### config.mk
export PLATFORM = sky130hd
export DESIGN_NAME = sync_bus_filter
export DESIGN_NICKNAME = d
export VERILOG_FILES = /design/src/rtl/sync_bus_filter.sv
export SDC_FILE = /design/constraint.sdc
export NUM_CORES = 1
export LEC_CHECK = 0
export ABC_AREA = 1
export CELL_PAD_IN_SITES_DETAIL_PLACEMENT = 1
export CELL_PAD_IN_SITES_GLOBAL_PLACEMENT = 2
export CORE_MARGIN = 5
export CORE_UTILIZATION = 29
export DETAILED_ROUTE_END_ITERATION = 12
export GPL_ROUTABILITY_DRIVEN = 0
export PLACE_DENSITY = 0.86
export SLEW_MARGIN = 20
export SYNTH_ARGS = -nofsm -noshare
export SYNTH_HDL_FRONTEND = slang
export SYNTH_SLANG_ARGS = --single-unit
### constraint.sdc
create_clock -name clk -period 1.5 [get_ports clk]
set_input_delay 0.3 -clock clk [delete_from_list [all_inputs] [get_ports clk]]
set_output_delay 0.3 -clock clk [all_outputs]
set_load 0.02 [all_outputs]
### src/rtl/sync_bus_filter.sv
// Multi-channel synchroniser with a per-channel stability filter, edge pulses and sticky event flags.
// Define SYNC_BUS_GLITCH_FILTER_EN to build the filter counters; otherwise dout follows the synchronised input.
module sync_bus_filter #(
  parameter int               WIDTH       = 8,
  parameter int               STAGES      = 2,
  parameter int               FILT_CYCLES = 4,
  parameter logic [WIDTH-1:0] RST_VAL     = {WIDTH{1'b0}}
) (
  input  logic             clk,
  input  logic             rst,
  input  logic [WIDTH-1:0] din,
  output logic [WIDTH-1:0] dout,
  output logic [WIDTH-1:0] rise,
  output logic [WIDTH-1:0] fall,
  output logic [WIDTH-1:0] ev_sticky,
  input  logic [WIDTH-1:0] ev_clr,
  output logic             any_change
);

  if (STAGES < 2) begin : g_bad_stages
    $error("sync_bus_filter: STAGES must be at least 2");
  end
  if (FILT_CYCLES < 1) begin : g_bad_filt
    $error("sync_bus_filter: FILT_CYCLES must be at least 1");
  end
  if (WIDTH < 1) begin : g_bad_width
    $error("sync_bus_filter: WIDTH must be at least 1");
  end

  logic [WIDTH-1:0] sync_q [STAGES];
  logic [WIDTH-1:0] s;
  logic [WIDTH-1:0] upd;
  logic [WIDTH-1:0] dout_q, dout_d;
  logic [WIDTH-1:0] rise_q, rise_d;
  logic [WIDTH-1:0] fall_q, fall_d;
  logic [WIDTH-1:0] sticky_q, sticky_d;
  logic             any_q, any_d;

  // Plain flop chain: nothing may sit between stages or metastability settling time is lost.
  always_ff @(posedge clk) begin
    if (rst) begin
      for (int k = 0; k < STAGES; k++) begin
        sync_q[k] <= RST_VAL;
      end
    end else begin
      sync_q[0] <= din;
      for (int k = 1; k < STAGES; k++) begin
        sync_q[k] <= sync_q[k-1];
      end
    end
  end

  assign s = sync_q[STAGES-1];

`ifdef SYNC_BUS_GLITCH_FILTER_EN
  localparam int CNT_W = (FILT_CYCLES > 1) ? $clog2(FILT_CYCLES) : 1;
  localparam logic [CNT_W-1:0] CNT_MAX = CNT_W'(FILT_CYCLES - 1);

  genvar gi;
  for (gi = 0; gi < WIDTH; gi++) begin : g_filt
    logic [CNT_W-1:0] cnt_q, cnt_d;
    logic             upd_b;

    // Counter only runs while s disagrees with dout; any agreement discards the partial run.
    always_comb begin
      cnt_d = '0;
      upd_b = 1'b0;
      if (s[gi] != dout_q[gi]) begin
        if (cnt_q == CNT_MAX) begin
          upd_b = 1'b1;
        end else begin
          cnt_d = cnt_q + 1'b1;
        end
      end
    end

    always_ff @(posedge clk) begin
      if (rst) begin
        cnt_q <= '0;
      end else begin
        cnt_q <= cnt_d;
      end
    end

    assign upd[gi] = upd_b;
  end
`else
  assign upd = s ^ dout_q;
`endif

  always_comb begin
    dout_d   = (dout_q & ~upd) | (s & upd);
    rise_d   = upd & s;
    fall_d   = upd & ~s;
    sticky_d = (sticky_q & ~ev_clr) | rise_d | fall_d;
    any_d    = |upd;
  end

  always_ff @(posedge clk) begin
    if (rst) begin
      dout_q   <= RST_VAL;
      rise_q   <= '0;
      fall_q   <= '0;
      sticky_q <= '0;
      any_q    <= 1'b0;
    end else begin
      dout_q   <= dout_d;
      rise_q   <= rise_d;
      fall_q   <= fall_d;
      sticky_q <= sticky_d;
      any_q    <= any_d;
    end
  end

  assign dout       = dout_q;
  assign rise       = rise_q;
  assign fall       = fall_q;
  assign ev_sticky  = sticky_q;
  assign any_change = any_q;

endmodule

==> results of run 1 <==
worst reg2reg max path, delay by kind of cell (launching register included):
kind,cells,cell delay [ns]
compound gates,1,0.06
fa+ha+maj,1,0.27
buf+inv,1,0.06
flops,1,0.39
simple gates,2,0.18
area by class of cell:
cell class,count,area (um^2)
fillers,735,3530
multi-input cells,95,588
clock buffers,7,86.3
repair buffers,51,474
inverters,56,210
well taps,75,93.8
flip-flops and latches,49,981
clock inverters,1,30.0
stage by stage:
step                power [mW]  cell area [um^2]  instances  hold WS, ns  worst slack [ns]
detailed placement        1.67              2390        326        0.397             0.194
global route              2.72              2460        334        0.420            0.0765
CTS                       2.63              2460        334        0.410             0.131
global placement          1.67              2390        326        0.390             0.218
floorplan                 1.54              1810        205        0.388             0.397
finish                    2.58              2460        334        0.403             0.147
power groups by stage:
stage          clock network [mW]  registers (mW)  logic (mW)
6_report                    0.966            1.37       0.237
3_3_place_gp                    0            1.41       0.263
4_1_cts                      1.01            1.38       0.245
2_1_floorplan                   0            1.44      0.0947
5_1_grt                      1.07            1.38       0.268
3_5_place_dp                    0            1.41       0.266
sequential cells by signal, summed over array words and instances (netlist names):
| name | flops |
|---|---|
| fall | 8 |
| rise | 8 |
| sync_q | 16 |
| ev_sticky | 8 |
| any_change | 1 |
| dout | 8 |
cells in the final DEF, fill, tap and decap left out, drive strengths merged:
cell type and count:
inv 56, nor2 50, dfxtp 49, dlygate4sd2 33
ha 24, clkdlybuf4s50 16, nand2 12, a31oi 8
clkbuf 7, buf 2, a21oi 1, bufinv 1
layer usage:
metal | global-route usage (%) | up-vias
met4 | 3.65 | 0
met3 | 3.96 | 7
li1 | - | 684
met5 | 0 | -
met2 | 16.0 | 38
met1 | 10.2 | 594
logic make-up after synthesis:
group,after synthesis
AO/OA/AOI/OAI,9
adder cells (fa/ha/maj),24
flip-flops,49
AND/OR/NAND/NOR,62
buffers and inverters,61
worst paths after layout:
| kind | to | depth (start not counted) |
|---|---|---|
| worst max-delay path | dout[2] | 1 |
| worst min-delay path | sync_q[0][14] | 2 |
| worst max register to register | any_change | 5 |
| worst min register to register | sync_q[0][14] | 2 |
==> flow_summary.html, run 1 <==
<table>
<tr><th>Metric</th><th>Value</th></tr>
<tr><th colspan="2">Yosys</th></tr>
<tr><td>Top_reg_cell synth</td><td>sky130_fd_sc_hd__dfxtp_1</td></tr>
<tr><td>Top cells by area in the synthesized netlist</td><td>sky130_fd_sc_hd__dfxtp_1 54%, sky130_fd_sc_hd__ha_1 17%, sky130_fd_sc_hd__inv_1 12%</td></tr>
<tr><td>Top cell type by total area after synthesis</td><td>sky130_fd_sc_hd__dfxtp_1</td></tr>
<tr><td>Post-synth EDFFs</td><td>0</td></tr>
<tr><td>Average size of a mapped cell</td><td>about 8.8 um^2</td></tr>
<tr><td>Async S/R FF share, synth</td><td>0%</td></tr>
<tr><td>Xor and xnor area share after synthesis</td><td>0%</td></tr>
<tr><td>Synthesized net count</td><td>roughly 250</td></tr>
<tr><td>Cell count after synthesis</td><td>205</td></tr>
<tr><td>Top-area cell type share of the netlist area</td><td>54.1%</td></tr>
<tr><td>Leading cell type by number of instances after synthesis</td><td>sky130_fd_sc_hd__inv_1</td></tr>
<tr><td>Area of the mapped netlist</td><td>roughly 1800 um^2</td></tr>
<tr><td>Post-synthesis adder-cell area fraction</td><td>16.6%</td></tr>
<tr><td>Seq cells post-synth</td><td>between 40 and 50</td></tr>
<tr><td>Mux cell area share after synthesis</td><td>0%</td></tr>
<tr><td>Simple-Gate Fraction of Synth Area</td><td>between 10 and 15%</td></tr>
<tr><td>Sequential cell area fraction in the yosys report</td><td>about 54%</td></tr>
<tr><td>Number of warning messages in the yosys log</td><td>0</td></tr>
<tr><td>Main combinational cell family by area after synthesis</td><td>adder cells</td></tr>
<tr><td>Number of unique standard cell types used by synthesis</td><td>10</td></tr>
<tr><td>Top cells by count, synth</td><td>56 x sky130_fd_sc_hd__inv_1, 50 x sky130_fd_sc_hd__nor2_1, 49 x sky130_fd_sc_hd__dfxtp_1</td></tr>
<tr><td>Area fraction in compound gates after synthesis</td><td>3.04%</td></tr>
<tr><th colspan="2">Power and ir drop</th></tr>
<tr><td>Net Sw Frac</td><td>roughly 22%</td></tr>
<tr><td>Switching power total</td><td>around 0.57 mW</td></tr>
<tr><td>Leakage power figure</td><td>between 1 and 1.5 nW</td></tr>
<tr><td>Cell-internal power</td><td>between 2 and 2.5 mW</td></tr>
<tr><td>Largest voltage drop on the vdd net</td><td>413 uV</td></tr>
<tr><td>Relative contribution of sequential cells to total power</td><td>between 50% and 60%</td></tr>
<tr><td>Power per cell area</td><td>about 1000 nW/um^2</td></tr>
<tr><td>Comb power frac</td><td>a little under a tenth</td></tr>
<tr><td>Fraction of power consumed by the clock network</td><td>37.5%</td></tr>
<tr><th colspan="2">Floorplan</th></tr>
<tr><td>Die width</td><td>slightly below 90 um</td></tr>
<tr><td>Top Ports</td><td>slightly above 50</td></tr>
<tr><td>Die Area</td><td>a little under 8000 um^2</td></tr>
<tr><td>Die Height</td><td>~89 um</td></tr>
<tr><td>Initial standard-cell utilization of the core</td><td>a little under a third</td></tr>
<tr><td>Number of rows in the core area</td><td>28</td></tr>
<tr><td>Area of the core region</td><td>roughly 6000 um^2</td></tr>
<tr><th colspan="2">Timing</th></tr>
<tr><td>Headroom to the max-slew limit</td><td>84.5%</td></tr>
<tr><td>Final period util</td><td>90.2%</td></tr>
<tr><td>Finish-stage setup viols</td><td>0</td></tr>
<tr><td>Fin Setup TNS</td><td>0 ns</td></tr>
<tr><td>Unrepaired setup endpoints after global routing</td><td>false</td></tr>
<tr><td>Least-Margin Pin Slew</td><td>~0.23 ns</td></tr>
<tr><td>Final hold violations</td><td>0</td></tr>
<tr><td>Number of pins with negative max-slew slack in the final report</td><td>0</td></tr>
<tr><td>Shortest clock period the worst path allows after layout</td><td>about 1.4 ns</td></tr>
<tr><td>Setup clock skew after layout</td><td>between 0.008 and 0.009 ns</td></tr>
<tr><td>Max frequency</td><td>739 MHz</td></tr>
<tr><th colspan="2">Setup path</th></tr>
<tr><td>Category of the critical setup timing path</td><td>register to primary output</td></tr>
<tr><td>CP Cell Sequence</td><td>dlygate4sd2_1</td></tr>
<tr><td>Worst endpoint required time</td><td>approximately 1.2 ns</td></tr>
<tr><td>Crit-path max cell delay</td><td>a little under 0.4 ns</td></tr>
<tr><td>Startpoint type of the worst setup path</td><td>register</td></tr>
<tr><td>Count of buffering cells on the critical path with inverters included</td><td>1</td></tr>
<tr><td>Cell family contributing the most delay on the critical path</td><td>flip-flops</td></tr>
<tr><td>Worst setup path startpoint</td><td>dout[2]</td></tr>
<tr><td>Arrival time worst endpoint</td><td>approximately 1.1 ns</td></tr>
<tr><td>Peak fanout along the critical path</td><td>4</td></tr>
<tr><td>Reg2reg start</td><td>dout[4]</td></tr>
<tr><td>Critical path endpoint category</td><td>primary output</td></tr>
<tr><td>Library cell contributing the largest single delay on the critical path</td><td>sky130_fd_sc_hd__dfxtp_1</td></tr>
<tr><td>Slack of the worst reg-to-reg path</td><td>between 0.4 and 0.5 ns</td></tr>
<tr><th colspan="2">Clock network</th></tr>
<tr><td>Register clock-pin slew on the reported worst setup and hold paths</td><td>0.09 ns</td></tr>
<tr><td>Largest buffer count on any clock path</td><td>2</td></tr>
<tr><td>Post-CTS setup repair buffer count</td><td>0</td></tr>
<tr><td>Source-to-sink clock delay at the later pin of the worst-skew pair</td><td>between 0.2 and 0.3 ns</td></tr>
<tr><td># H-tree levels</td><td>2</td></tr>
<tr><td>CTS resizes</td><td>33</td></tr>
<tr><td>CTS sink cnt</td><td>49</td></tr>
<tr><td>Number of hold-repair buffers added at the cts stage</td><td>0</td></tr>
<tr><td>Root Buffer</td><td>sky130_fd_sc_hd__clkbuf_8</td></tr>
<tr><td>Clock tree from TritonCTS</td><td>yes</td></tr>
<tr><td>CTS Buf Count</td><td>5</td></tr>
<tr><th colspan="2">Routing</th></tr>
<tr><td>Met1 wire length</td><td>approximately 1.4 mm</td></tr>
<tr><td>Number of vias in the routed layout</td><td>about 1300</td></tr>
<tr><td>Length of the first detailed-routing pass in iterations</td><td>2</td></tr>
<tr><td>Drt first-iter violations</td><td>22</td></tr>
<tr><td>DRC violations left</td><td>0</td></tr>
<tr><td>Routed length per placed instance</td><td>9.87 um</td></tr>
<tr><td>Length of routed met3 wiring</td><td>346 um</td></tr>
<tr><td>Detail-routed via count per cell</td><td>slightly below 4</td></tr>
<tr><td>Remaining antenna violation count after routing</td><td>0</td></tr>
<tr><td>Post-Route WL</td><td>approximately 3.3 mm</td></tr>
<tr><td>Highest metal used</td><td>met4</td></tr>
<tr><td>Metal2 WL</td><td>1.47 mm</td></tr>
<tr><th colspan="2">Global routing</th></tr>
<tr><td>Antenna violations before repair</td><td>0</td></tr>
<tr><td>Global routing usage summed across all routing layers</td><td>about a tenth</td></tr>
<tr><td>First-pass GRT wire length</td><td>between 5 and 6 mm</td></tr>
<tr><td>Maximum number of pins on one net before global-route repair</td><td>50</td></tr>
<tr><td>Congestion Overflow GR</td><td>0</td></tr>
<tr><td>Vias in the first global route</td><td>about 1300</td></tr>
<tr><th colspan="2">Placed design</th></tr>
<tr><td>Estimated wirelength of the detail-placed design</td><td>2.52 mm</td></tr>
<tr><td>Port buffer count</td><td>50</td></tr>
<tr><th colspan="2">Finish</th></tr>
<tr><td>Post-layout utilization of the core</td><td>approximately 40%</td></tr>
<tr><td>Layout Area Growth over Synthesis</td><td>35.9%</td></tr>
<tr><td>Layout cells sized above 1</td><td>3.47%</td></tr>
<tr><td>Diodes inserted</td><td>0</td></tr>
<tr><td>Nets</td><td>300</td></tr>
<tr><th colspan="2">Worst hold path</th></tr>
<tr><td>Path type of the worst min-delay path</td><td>register to register</td></tr>
<tr><td>Hold path start</td><td>sync_q[0][6]</td></tr>
<tr><th colspan="2">Outcome</th></tr>
<tr><td>Result of the run</td><td>complete, no violations</td></tr>
<tr><th colspan="2">Run</th></tr>
<tr><td>Number of maximum-capacitance constraint violations</td><td>0</td></tr>
</table>
Note: power is estimated with default switching activity, not from simulation.
==> run 2: changes to the inputs <==
Clock period 1.5 ns to 1.61 ns, I/O delays scaled along.
==> flow_summary.html, run 2 (synthesized netlist as in run 1, its figures left out) <==
<table>
<tr><th>Metric</th><th>Value</th></tr>
<tr><th colspan="2">Outcome</th></tr>
<tr><td>Result of the run</td><td>complete, no violations</td></tr>
<tr><th colspan="2">Global routing</th></tr>
<tr><td>Congestion Overflow GR</td><td>0 (unchanged)</td></tr>
<tr><td>Global routing usage summed across all routing layers</td><td>9.31% (-0.019 points)</td></tr>
<tr><td>First-pass GRT wire length</td><td>5.69 mm (-0.25%)</td></tr>
<tr><td>Vias in the first global route</td><td>1331 (unchanged)</td></tr>
<tr><td>Maximum number of pins on one net before global-route repair</td><td>50 (unchanged)</td></tr>
<tr><td>Antenna violations before repair</td><td>0 (unchanged)</td></tr>
<tr><th colspan="2">Routing</th></tr>
<tr><td>DRC violations left</td><td>0 (unchanged)</td></tr>
<tr><td>Post-Route WL</td><td>3.29 mm (-0.36%)</td></tr>
<tr><td>Drt first-iter violations</td><td>29 (+32%)</td></tr>
<tr><td>Length of the first detailed-routing pass in iterations</td><td>2 (unchanged)</td></tr>
<tr><td>Detail-routed via count per cell</td><td>3.97 (+0.15%)</td></tr>
<tr><td>Routed length per placed instance</td><td>9.84 um (-0.36%)</td></tr>
<tr><td>Number of vias in the routed layout</td><td>1325 (+0.15%)</td></tr>
<tr><td>Remaining antenna violation count after routing</td><td>0 (unchanged)</td></tr>
<tr><th colspan="2">Timing</th></tr>
<tr><td>Setup clock skew after layout</td><td>0.00845 ns (+0.0000676 ns)</td></tr>
<tr><td>Final critical-path setup slack</td><td>0.0541 ns (-0.0932 ns)</td></tr>
<tr><td>Post-Route Hold Slack</td><td>0.403 ns (+0.000512 ns)</td></tr>
<tr><td>Finish-stage setup viols</td><td>0 (unchanged)</td></tr>
<tr><td>Number of pins with negative max-slew slack in the final report</td><td>0 (unchanged)</td></tr>
<tr><td>Final period util</td><td>96.6%</td></tr>
<tr><td>Headroom to the max-slew limit</td><td>83.5% (-1.0 points)</td></tr>
<tr><td>Shortest clock period the worst path allows after layout</td><td>1.56 ns</td></tr>
<tr><td>Final hold violations</td><td>0 (unchanged)</td></tr>
<tr><td>Fin Setup TNS</td><td>0 ns (unchanged)</td></tr>
<tr><td>Unrepaired setup endpoints after global routing</td><td>false</td></tr>
<tr><td>Least-Margin Pin Slew</td><td>0.247 ns (+0.0138 ns)</td></tr>
<tr><td>Max frequency</td><td>643 MHz</td></tr>
<tr><th colspan="2">Power and ir drop</th></tr>
<tr><td>Largest voltage drop on the vdd net</td><td>385 uV (-6.7%)</td></tr>
<tr><td>Power per cell area</td><td>964 nW/um^2 (-7.9%)</td></tr>
<tr><td>Leakage power figure</td><td>1.25 nW (-1.8%)</td></tr>
<tr><td>PnR Total Power</td><td>2.42 mW (-6.3%)</td></tr>
<tr><th colspan="2">Clock network</th></tr>
<tr><td># H-tree levels</td><td>2 (unchanged)</td></tr>
<tr><td>Register clock-pin slew on the reported worst setup and hold paths</td><td>0.09 ns (about the same)</td></tr>
<tr><td>Largest buffer count on any clock path</td><td>2 (unchanged)</td></tr>
<tr><td>Number of hold-repair buffers added at the cts stage</td><td>0 (unchanged)</td></tr>
<tr><td>CTS sink cnt</td><td>49 (unchanged)</td></tr>
<tr><td>Source-to-sink clock delay at the later pin of the worst-skew pair</td><td>0.29 ns (about the same)</td></tr>
<tr><td>Root Buffer</td><td>sky130_fd_sc_hd__clkbuf_8</td></tr>
<tr><td>Post-CTS setup repair buffer count</td><td>0 (unchanged)</td></tr>
<tr><td>Clock tree from TritonCTS</td><td>yes</td></tr>
<tr><td>CTS Buf Count</td><td>5 (unchanged)</td></tr>
<tr><th colspan="2">Finish</th></tr>
<tr><td>Max reg flops</td><td>16 (unchanged)</td></tr>
<tr><td>Most common cell after layout, fill and taps aside</td><td>sky130_fd_sc_hd__inv_1</td></tr>
<tr><td>Highest-count cells in the layout ignoring fill and taps</td><td>56 x sky130_fd_sc_hd__inv_1, 50 x sky130_fd_sc_hd__nor2_1, 49 x sky130_fd_sc_hd__dfxtp_1</td></tr>
<tr><td>Layout Area Growth over Synthesis</td><td>38.3%</td></tr>
<tr><td>Layout cells sized above 1</td><td>3.47% (unchanged)</td></tr>
<tr><td>Final std cells w/o fill</td><td>334 (unchanged)</td></tr>
<tr><td>Largest reg by FF count</td><td>sync_q</td></tr>
<tr><td>Diodes inserted</td><td>0 (unchanged)</td></tr>
<tr><td>Number of filler instances in the final layout</td><td>713 (-3.0%)</td></tr>
<tr><td>Nets</td><td>300 (unchanged)</td></tr>
<tr><th colspan="2">Setup path</th></tr>
<tr><td>Critical path endpoint category</td><td>primary output</td></tr>
<tr><td>Arrival time worst endpoint</td><td>1.23 ns (+0.18 ns)</td></tr>
<tr><td>Count of buffering cells on the critical path with inverters included</td><td>1 (unchanged)</td></tr>
<tr><td>Category of the critical setup timing path</td><td>register to primary output</td></tr>
<tr><td>Worst endpoint required time</td><td>1.29 ns (+0.09 ns)</td></tr>
<tr><td>Cell family contributing the most delay on the critical path</td><td>buffers and inverters</td></tr>
<tr><td>Library cell contributing the largest single delay on the critical path</td><td>sky130_fd_sc_hd__clkdlybuf4s50_1</td></tr>
<tr><td>CP Cell Sequence</td><td>clkdlybuf4s50_1</td></tr>
<tr><td>Startpoint type of the worst setup path</td><td>register</td></tr>
<tr><td>Crit-path max cell delay</td><td>0.60 ns (+0.21 ns)</td></tr>
<tr><td>Peak fanout along the critical path</td><td>2 (-2)</td></tr>
<tr><th colspan="2">Floorplan</th></tr>
<tr><td>Die Area</td><td>7930 um^2 (unchanged)</td></tr>
<tr><td>Die Height</td><td>89.1 um (unchanged)</td></tr>
<tr><td>Number of rows in the core area</td><td>28 (unchanged)</td></tr>
<tr><td>Initial standard-cell utilization of the core</td><td>30.3% (unchanged)</td></tr>
<tr><td>Die width</td><td>89.1 um (unchanged)</td></tr>
<tr><td>Top Ports</td><td>51 (unchanged)</td></tr>
<tr><td>Area of the core region</td><td>5990 um^2 (unchanged)</td></tr>
<tr><th colspan="2">Run</th></tr>
<tr><td>Number of maximum-capacitance constraint violations</td><td>0 (unchanged)</td></tr>
<tr><th colspan="2">Placed design</th></tr>
<tr><td>Number of placed instances, taps included</td><td>326 (unchanged)</td></tr>
<tr><td>Post-placement setup slack</td><td>0.282 ns (+0.0880 ns)</td></tr>
<tr><td>Estimated wirelength of the detail-placed design</td><td>2.52 mm (unchanged)</td></tr>
<tr><td>Port buffer count</td><td>50 (unchanged)</td></tr>
<tr><th colspan="2">Worst hold path</th></tr>
<tr><td>Path type of the worst min-delay path</td><td>register to register</td></tr>
</table>
==> run 2: per-stage QoR <==
stage	cell area, um^2	utilization [%]
floorplan	1810	-
global placement	2390	39.9
detailed placement	2390	39.9
CTS	2490	41.6
global route	2510	41.9
finish	2510	41.9
==> run 2: what timing repair did <==
item                                    in CTS  in global routing
endpoints found under the setup margin       8                  5
gates resized for setup                      8                  5
cloned                                       0                  0
==> run 2: cell type report <==
cell class              count  area, um^2  area share (%)
flip-flops and latches     49         981            39.1
multi-input cells          95         588            23.5
repair buffers             51         518            20.7
inverters                  56         210            8.38
well taps                  75        93.8            3.74
clock buffers               7        86.3            3.44
clock inverters             1        30.0            1.20
==> run 2: worst paths after layout <==
check / cells after the start / slack (ns) / startpoint / end
setup / recovery: 1 / 0.05 / ev_sticky[1] / ev_sticky[1]
hold / removal: 2 / 0.40 / sync_q[0][6] / sync_q[0][14]
hold reg to reg: 2 / 0.40 / sync_q[0][6] / sync_q[0][14]
setup reg to reg: 5 / 0.54 / dout[5] / any_change
==> run 2: metal layers <==
| metal | vias up | track usage [%] | part of all wire, % |
|---|---|---|---|
| li1 | 684 | - | - |
| met1 | 596 | 10.1 | 43 |
| met2 | 38 | 16.0 | 45 |
| met3 | 7 | 3.96 | 10 |
| met4 | 0 | 3.65 | 1.8 |
| met5 | - | 0 | 0 |
==> run 2: where the power goes <==
| part | switching [mW] | total (mW) | internal, mW | leakage [nW] |
|---|---|---|---|---|
| registers | 0.0226 | 1.28 | 1.26 | 0.401 |
| logic | 0.118 | 0.235 | 0.117 | 0.788 |
| clock network | 0.393 | 0.900 | 0.507 | 0.0585 |
==> run 2: worst reg2reg max path: stages, from the launching register on <==
cell and delay, ns:
sky130_fd_sc_hd__dfxtp_1 0.39, sky130_fd_sc_hd__inv_1 0.06, sky130_fd_sc_hd__ha_1 0.27, sky130_fd_sc_hd__nand2_1 0.07
sky130_fd_sc_hd__nor2_1 0.11, sky130_fd_sc_hd__a21oi_1 0.06
==> run 3: changes to the inputs <==
Settings changed: CTS_CLUSTER_DIAMETER set to 100, SKIP_CTS_REPAIR_TIMING set to 1.
==> flow_summary.html, run 3 (synthesized netlist as in run 1, its figures left out) <==
<table>
<tr><th>Metric</th><th>Value</th></tr>
<tr><th colspan="2">Setup path</th></tr>
<tr><td>Crit-path max cell delay</td><td>0.60 ns (about the same)</td></tr>
<tr><td>Critical register-to-register path endpoint</td><td>any_change</td></tr>
<tr><td>Count of buffering cells on the critical path with inverters included</td><td>1 (unchanged)</td></tr>
<tr><td>Library cell contributing the largest single delay on the critical path</td><td>sky130_fd_sc_hd__clkdlybuf4s50_1</td></tr>
<tr><td>Startpoint type of the worst setup path</td><td>register</td></tr>
<tr><td>Critical path endpoint category</td><td>primary output</td></tr>
<tr><td>Worst endpoint required time</td><td>1.29 ns (about the same)</td></tr>
<tr><td>Path depth of the worst reg2reg path</td><td>5 (unchanged)</td></tr>
<tr><td>Cell family contributing the most delay on the critical path</td><td>buffers and inverters</td></tr>
<tr><td>Worst setup path startpoint</td><td>ev_sticky[1]</td></tr>
<tr><td>Arrival time worst endpoint</td><td>1.23 ns (about the same)</td></tr>
<tr><td>Peak fanout along the critical path</td><td>2 (unchanged)</td></tr>
<tr><td>Category of the critical setup timing path</td><td>register to primary output</td></tr>
<tr><td>CP Cell Sequence</td><td>clkdlybuf4s50_1</td></tr>
<tr><td>Reg2reg start</td><td>dout[5]</td></tr>
<tr><td>Slack of the worst reg-to-reg path</td><td>0.54 ns (about the same)</td></tr>
<tr><th colspan="2">Global routing</th></tr>
<tr><td>First-pass GRT wire length</td><td>5.69 mm (unchanged)</td></tr>
<tr><td>Global routing usage summed across all routing layers</td><td>9.31% (unchanged)</td></tr>
<tr><td>Antenna violations before repair</td><td>0 (unchanged)</td></tr>
<tr><td>Vias in the first global route</td><td>1331 (unchanged)</td></tr>
<tr><td>Congestion Overflow GR</td><td>0 (unchanged)</td></tr>
<tr><td>Maximum number of pins on one net before global-route repair</td><td>50 (unchanged)</td></tr>
<tr><th colspan="2">Finish</th></tr>
<tr><td>Max reg flops</td><td>16 (unchanged)</td></tr>
<tr><td>Cell area after layout</td><td>2540 um^2 (+1.2%)</td></tr>
<tr><td>Nets</td><td>300 (unchanged)</td></tr>
<tr><td>Highest-count cells in the layout ignoring fill and taps</td><td>56 x sky130_fd_sc_hd__inv_1, 50 x sky130_fd_sc_hd__nor2_1, 49 x sky130_fd_sc_hd__dfxtp_1</td></tr>
<tr><td>Sequential cell area</td><td>981 um^2 (unchanged)</td></tr>
<tr><td>Number of filler instances in the final layout</td><td>709 (-0.56%)</td></tr>
<tr><td>Final std cells w/o fill</td><td>334 (unchanged)</td></tr>
<tr><td>Diodes inserted</td><td>0 (unchanged)</td></tr>
<tr><td>Layout cells sized above 1</td><td>3.47% (unchanged)</td></tr>
<tr><td>Layout Area Growth over Synthesis</td><td>40.0%</td></tr>
<tr><td>Largest reg by FF count</td><td>sync_q</td></tr>
<tr><td>Multi-input combinational cell area</td><td>588 um^2 (unchanged)</td></tr>
<tr><td>Most common cell after layout, fill and taps aside</td><td>sky130_fd_sc_hd__inv_1</td></tr>
<tr><th colspan="2">Placed design</th></tr>
<tr><td>Number of placed instances, taps included</td><td>326 (unchanged)</td></tr>
<tr><td>Port buffer count</td><td>50 (unchanged)</td></tr>
<tr><td>Estimated wirelength of the detail-placed design</td><td>2.52 mm (unchanged)</td></tr>
<tr><td>Cell area after placement</td><td>2390 um^2 (unchanged)</td></tr>
<tr><th colspan="2">Routing</th></tr>
<tr><td>Detail-routed via count per cell</td><td>3.99 (+0.68%)</td></tr>
<tr><td>Length of the first detailed-routing pass in iterations</td><td>2 (unchanged)</td></tr>
<tr><td>Number of vias in the routed layout</td><td>1334 (+0.68%)</td></tr>
<tr><td>Routed length per placed instance</td><td>9.93 um (+0.94%)</td></tr>
<tr><td>Remaining antenna violation count after routing</td><td>0 (unchanged)</td></tr>
<tr><td>DRC violations left</td><td>0 (unchanged)</td></tr>
<tr><td>Post-Route WL</td><td>3.32 mm (+0.94%)</td></tr>
<tr><td>Drt first-iter violations</td><td>22 (-24%)</td></tr>
<tr><th colspan="2">Clock network</th></tr>
<tr><td>Clock tree from TritonCTS</td><td>yes</td></tr>
<tr><td>CTS Buf Count</td><td>5 (unchanged)</td></tr>
<tr><td>Source-to-sink clock delay at the later pin of the worst-skew pair</td><td>0.29 ns (about the same)</td></tr>
<tr><td># H-tree levels</td><td>2 (unchanged)</td></tr>
<tr><td>Register clock-pin slew on the reported worst setup and hold paths</td><td>0.09 ns (about the same)</td></tr>
<tr><td>Largest buffer count on any clock path</td><td>2 (unchanged)</td></tr>
<tr><td>Root Buffer</td><td>sky130_fd_sc_hd__clkbuf_8</td></tr>
<tr><td>CTS sink cnt</td><td>49 (unchanged)</td></tr>
<tr><th colspan="2">Timing</th></tr>
<tr><td>Final hold violations</td><td>0 (unchanged)</td></tr>
<tr><td>Max frequency</td><td>643 MHz (about the same)</td></tr>
<tr><td>Least-Margin Pin Slew</td><td>0.248 ns (+0.000926 ns)</td></tr>
<tr><td>Shortest clock period the worst path allows after layout</td><td>1.56 ns (+0.0000830 ns)</td></tr>
<tr><td>Final period util</td><td>96.6% (about the same)</td></tr>
<tr><td>Headroom to the max-slew limit</td><td>83.4% (about the same)</td></tr>
<tr><td>Finish-stage setup viols</td><td>0 (unchanged)</td></tr>
<tr><td>Unrepaired setup endpoints after global routing</td><td>false</td></tr>
<tr><td>Number of pins with negative max-slew slack in the final report</td><td>0 (unchanged)</td></tr>
<tr><td>Setup clock skew after layout</td><td>0.00750 ns (-0.000955 ns)</td></tr>
<tr><th colspan="2">Run</th></tr>
<tr><td>Number of maximum-capacitance constraint violations</td><td>0 (unchanged)</td></tr>
<tr><th colspan="2">Floorplan</th></tr>
<tr><td>Die Height</td><td>89.1 um (unchanged)</td></tr>
<tr><td>Die Area</td><td>7930 um^2 (unchanged)</td></tr>
<tr><td>Top Ports</td><td>51 (unchanged)</td></tr>
<tr><td>Area of the core region</td><td>5990 um^2 (unchanged)</td></tr>
<tr><td>Initial standard-cell utilization of the core</td><td>30.3% (unchanged)</td></tr>
<tr><td>Number of rows in the core area</td><td>28 (unchanged)</td></tr>
<tr><td>Die width</td><td>89.1 um (unchanged)</td></tr>
<tr><th colspan="2">Worst hold path</th></tr>
<tr><td>Hold path start</td><td>sync_q[0][6]</td></tr>
<tr><td>Min-Delay Path Depth</td><td>2 (unchanged)</td></tr>
<tr><td>WHS Endpoint</td><td>sync_q[0][14]</td></tr>
<tr><td>Path type of the worst min-delay path</td><td>register to register</td></tr>
<tr><th colspan="2">Power and ir drop</th></tr>
<tr><td>Largest voltage drop on the vdd net</td><td>388 uV (+0.69%)</td></tr>
<tr><td>Power per cell area</td><td>954 nW/um^2 (-0.96%)</td></tr>
<tr><td>Leakage power figure</td><td>1.35 nW (+8.4%)</td></tr>
<tr><td>PnR Total Power</td><td>2.42 mW (+0.23%)</td></tr>
<tr><th colspan="2">Outcome</th></tr>
<tr><td>Result of the run</td><td>complete, no violations</td></tr>
</table>
==> run 3: routing by layer <==
layer,global-route usage [%],vias to the layer above,part of all wire [%]
li1,-,684,-
met1,10.1,605,42
met2,16.0,38,46
met3,3.96,7,11
met4,3.65,0,1.8
met5,0,-,0
==> run 3: worst max path at each step <==
| stage | to | depth (start not counted) |
|---|---|---|
| after global routing | ev_sticky[1] | 1 |
| final | ev_sticky[1] | 1 |
| after CTS | dout[0] | 1 |
| after global placement | dout[0] | 1 |
| after detailed placement | dout[0] | 1 |
| after floorplan | any_change | 5 |
==> run 3: metrics by stage <==
| step | util [%] | worst slack, ns | hold slack [ns] | TNS (ns) |
|---|---|---|---|---|
| after CTS | 41.8 | -0.0580 | 0.410 | -0.384 |
| after detailed placement | 39.9 | 0.282 | 0.397 | 0 |
| after global routing | 42.4 | 0.00224 | 0.420 | 0 |
| after global placement | 39.9 | 0.306 | 0.390 | 0 |
| final | 42.4 | 0.0541 | 0.404 | 0 |
| after floorplan | - | 0.507 | 0.388 | 0 |
==> run 3: final cells by class <==
| cell class | instances | area share, % |
|---|---|---|
| flip-flops and latches | 49 | 38.7 |
| clock inverters | 1 | 1.18 |
| multi-input cells | 95 | 23.2 |
| inverters | 56 | 8.28 |
| well taps | 75 | 3.70 |
| repair buffers | 51 | 21.6 |
| clock buffers | 7 | 3.40 |
==> run 3: power by group <==
part	switching [mW]	total, mW	internal, mW
Sequential	0.0225	1.28	1.26
Clock	0.395	0.902	0.507
Combinational	0.118	0.238	0.120
Total	0.536	2.42	1.89
==> run 3: tightest hold or removal path, cell delays in order (launching register included) <==
cell	delay [ns]
sky130_fd_sc_hd__dfxtp_1	0.31
sky130_fd_sc_hd__inv_1	0.04
sky130_fd_sc_hd__nor2_1	0.03
